===== config.mk =====
export PLATFORM = sky130hd
export DESIGN_NAME = bcd_counter_n
export DESIGN_NICKNAME = d
export VERILOG_FILES = /design/src/rtl/bcd_counter_n.sv
export SDC_FILE = /design/constraint.sdc
export NUM_CORES = 1
export LEC_CHECK = 0
export BUFFER_PORTS_ARGS = -buffer_cell sky130_fd_sc_hd__buf_2
export CAP_MARGIN = 30
export CORE_ASPECT_RATIO = 1.5
export CORE_MARGIN = 1
export CORE_UTILIZATION = 54
export DETAILED_ROUTE_END_ITERATION = 10
export PLACE_DENSITY = 0.87
export SLEW_MARGIN = 25
export SYNTH_ARGS = -nofsm -noshare
export SYNTH_HDL_FRONTEND = slang
export SYNTH_SLANG_ARGS = --single-unit

===== constraint.sdc =====
create_clock -name clk -period 2.1 [get_ports clk]
set_input_delay 0.315 -clock clk [delete_from_list [all_inputs] [get_ports clk]]
set_output_delay 0.315 -clock clk [all_outputs]
set_load 0.01 [all_outputs]

===== src/rtl/bcd_counter_n.sv =====
// Cascaded DIGITS-digit BCD up/down counter with parallel load, terminal count,
// range-limit pulse (wrap or saturate) and rejected-load pulse.
module bcd_counter_n #(
    parameter int DIGITS = 4,
    parameter bit WRAP   = 1'b1
) (
    input  logic                  clk,
    input  logic                  rst,
    input  logic                  en,
    input  logic                  up_dn,
    input  logic                  load,
    input  logic [4*DIGITS-1:0]   load_val,
    output logic [4*DIGITS-1:0]   count,
    output logic                  tc,
    output logic                  ovf,
    output logic                  load_err
);

    localparam int W = 4 * DIGITS;
    localparam logic [W-1:0] ALL_NINES = {DIGITS{4'h9}};

    // Ripple a single decimal step through the digits; a digit only moves
    // when every lower digit is at its limit (9 going up, 0 going down).
    function automatic logic [W-1:0] bcd_step(input logic [W-1:0] v, input logic up);
        logic [W-1:0] r;
        logic         carry;
        logic [3:0]   d;
        r     = v;
        carry = 1'b1;
        for (int i = 0; i < DIGITS; i++) begin
            d = v[4*i +: 4];
            if (carry) begin
                if (up) begin
                    if (d == 4'd9) begin
                        r[4*i +: 4] = 4'd0;
                    end else begin
                        r[4*i +: 4] = d + 4'd1;
                        carry       = 1'b0;
                    end
                end else begin
                    if (d == 4'd0) begin
                        r[4*i +: 4] = 4'd9;
                    end else begin
                        r[4*i +: 4] = d - 4'd1;
                        carry       = 1'b0;
                    end
                end
            end
        end
        return r;
    endfunction

    function automatic logic bcd_valid(input logic [W-1:0] v);
        logic ok;
        ok = 1'b1;
        for (int i = 0; i < DIGITS; i++) begin
            if (v[4*i +: 4] > 4'd9) ok = 1'b0;
        end
        return ok;
    endfunction

    function automatic logic [W-1:0] limit_wrap(input logic up);
        return up ? '0 : ALL_NINES;
    endfunction

    logic all_nines;
    logic all_zeros;

    always_comb begin
        all_nines = (count == ALL_NINES);
        all_zeros = (count == '0);
        tc        = en & (up_dn ? all_nines : all_zeros);
    end

    // Pulses default low every cycle so each lasts exactly one clock.
    always_ff @(posedge clk) begin
        ovf      <= 1'b0;
        load_err <= 1'b0;
        if (rst) begin
            count <= '0;
        end else if (load) begin
            if (bcd_valid(load_val)) begin
                count <= load_val;
            end else begin
                load_err <= 1'b1;
            end
        end else if (en) begin
            if (tc) begin
                ovf <= 1'b1;
                if (WRAP) count <= limit_wrap(up_dn);
            end else begin
                count <= bcd_step(count, up_dn);
            end
        end
    end

endmodule


==> impl_metrics.py <==
metrics = {
    "outcome": {
        "outcome": "finished, final reports clean",
    },
    "timing": {
        "layout_setup_ws_ns": 0.0783,
        "finalMaxSlewViolations": 0,
        "fin_crit_sh_pct": 96.3,
        "fin_skew_ns": 0.00159,
        "setup_viol": 0,
        "max_slew_margin_pct": 68.6,
        "tightest_slew_ns": 0.471,
        "fin_crit_ns": 2.02,
        "timing.fmax_mhz": 495,
        "tns_ns": 0,
        "hold_violations": 0,
        "rsz0062_at_grt": "false",
    },
    "worst_setup_path": {
        "crit_type": "reg -> out",
        "arrival_ns": 1.71,
        "crit_path_end_kind": "output port",
        "worstPathMaxFanout": 10,
        "slowest_stage": "dfxtp_1",
        "critPathRequiredTime_ns": 1.78,
        "cp_num_buf_inv": 1,
        "cpPeakStageDelay_ns": 0.52,
        "start_kind": "flop",
        "cp_top_family": "simple AND/OR/NAND/NOR gates",
        "crit_chain": "nand3_1, nor4_1, nand4_1, nand2_1, buf_2",
    },
    "place": {
        "dpl.hpwl_mm": 3.35,
        "pre_cts_ws_ns": 0.131,
        "gp_congestion": 0.857,
        "port_buffers": 39,
    },
    "synthesis": {
        "synth-compound-area-share_pct": 32.4,
        "synth_top_family_by_area": "compound AO/OA/AOI/OAI gates",
        "synthCells": 224,
        "syn-num-nets": 245,
        "async_flop_share_pct": 0,
        "synth-seq-cells": 18,
        "yosys.area_share.simple_pct": 27.8,
        "synthAdderAreaFrac_pct": 0,
        "yosysSeqAreaShare_pct": 21.9,
        "yosys.area_share.xor_xnor_pct": 3.20,
        "yosysWarnings": 0,
        "synth_edf_count": 0,
        "synth_ff_type": "dfxtp_1",
        "synthDistinctLibCells": 57,
        "syn_avg_cell_area_um2": 7.33,
        "synth.area.mux_share_pct": 3.66,
        "syn_area_mm2": 0.00164,
    },
    "cts": {
        "clock_latency_ns": 0.26,
        "cts_sinks": 18,
        "cts_root_buf": "clkbuf_8",
        "clk_pin_slew_ns": 0.08,
        "cts_made_buffers": 3,
        "cts_hold_buf": 0,
        "cts_tree": "done",
        "ctsHtreeMaxLevel": 1,
        "cts_max_path_buffers": 2,
    },
    "power": {
        "leakagePower_uw": 0.000819,
        "ir_drop_v": 0.000486,
        "total_power_uw": 1040,
        "pwr_density_cell_mw_per_mm2": 542,
    },
    "route": {
        "routed_via_density": 6.43,
        "vias": 1896,
        "drc_errors": 0,
        "dr.pass1.iters": 4,
        "drtIter0Drc": 71,
        "routedWlPerCell_um": 15.7,
        "drtAntennaViolNets": 0,
        "routed_wl_mm": 4.62,
    },
    "cells_and_area": {
        "final_cell_mix": "39 x buf_2, 18 x dfxtp_1, 17 x nand2_1",
        "syn2layout_area_growth_pct": 17.1,
        "multiInputGateArea_mm2": 0.00110,
        "diodes": 0,
        "final_common_cell": "buf_2",
        "nets": 278,
        "drive_above_1_share_pct": 28.1,
        "fillers": 271,
        "layout.area.seq_um2": 360,
    },
    "global_route": {
        "antenna_found_initial": 0,
        "grt_pass1_wl_mm": 7.49,
        "track_usage_pct": 29.8,
        "grt_remaining_overflow": 0,
        "grt_pass1_vias": 1702,
        "grt_max_degree": 18,
    },
    "floorplanning": {
        "core_mm2": 0.00291,
        "ios": 40,
        "fp-row-count": 24,
        "die_y_um": 69.6,
        "die-area_mm2": 0.00327,
        "start_util_pct": 56.4,
        "die_w_um": 47.0,
    },
    "worst_hold_path": {
        "min_path_type": "in -> reg",
    },
    "run": {
        "drv_cap": 0,
    },
}
-- routing by layer --
layer / GRT usage [%] / part of all wire (%) / vias up
li1: - / - / 902
met3: 4.69 / 7.9 / 18
met4: 14.0 / 4.0 / 0
met1: 37.2 / 39 / 872
met2: 47.5 / 49 / 104
met5: 0 / 0 / -
-- cells in the mapped netlist (3+ instances only) --
library cell	number	area share [%]
and3_1	4	1.5
nor3_1	6	1.8
nand2b_1	4	1.5
clkbuf_1	10	2.3
mux2i_1	6	3.7
nand3_1	11	3.4
o31ai_1	3	1.4
nand2_1	17	3.9
a22o_1	3	1.6
buf_2	12	3.7
a221oi_1	3	1.6
a32oi_1	3	1.6
xnor2_1	4	2.1
dfxtp_1	18	22
a221o_1	3	1.8
nor4_1	6	2.3
inv_1	10	2.3
or3_1	3	1.1
o21ai_0	10	3.0
a21oi_2	3	1.6
buf_4	4	1.8
o211ai_1	4	1.8
nand4_1	5	1.9
nor2_1	16	3.7
a21oi_1	12	3.7
-- report_power, final --
group	total [uW]	switching, uW	leakage (uW)	internal, uW
Sequential	400	36.5	0.000147	363
Combinational	343	191	0.000643	151
Clock	299	132	0.0000288	167
Total	1040	360	0.000819	682
-- tightest hold or removal path: cells and delay by family --
family                 cells  cell delay [ns]
and+or+nand+nor            1             0.07
AOI/OAI and AO/OA          1             0.06
buffers and inverters      1             0.10
-- cells by family (layout without fill, tap and decap cells) --
family / after synthesis / in the layout
and+or+nand+nor: 85 / 85
xor gates and xnor gates: 6 / 6
AOI/OAI and AO/OA: 71 / 71
buffers and inverters: 38 / 70
muxes: 6 / 6
DFF: 18 / 18
-- state kept, by name, summed over array words and instances (netlist names) --
register	count
load_err	1
ovf	1
count	16
-- repair_timing --
action,CTS,global route
setup endpoints to repair,1,0
setup buffers,1,0
resized for setup,0,0
-- metrics by stage --
step	hold slack, ns	std cells	area (um2)	utilization, %
finish	0.324	295	1920	66.0
global route	0.341	295	1920	66.0
global placement	0.595	290	1860	63.9
CTS	0.324	295	1920	66.0
floorplan	0.478	224	1640	-
detailed placement	0.599	290	1860	63.9
-- path summary, 6_finish.rpt --
| kind | slack, ns | startpoint | endpoint | cells after the start |
|---|---|---|---|---|
| max | 0.08 | count[11] | tc | 5 |
| min | 0.32 | load_val[8] | count[8] | 3 |
| max reg2reg | 0.25 | count[3] | count[11] | 5 |
| min reg2reg | 0.63 | count[3] | count[3] | 2 |
-- final cells by class --
| type | count | area share (%) |
|---|---|---|
| flip-flops and latches | 18 | 18.7 |
| clock buffers | 4 | 2.86 |
| well taps | 39 | 2.54 |
| repair buffers | 55 | 16.4 |
| inverters | 11 | 2.15 |
| multi-input cells | 168 | 57.3 |
Power figures use the tool's default switching activity.
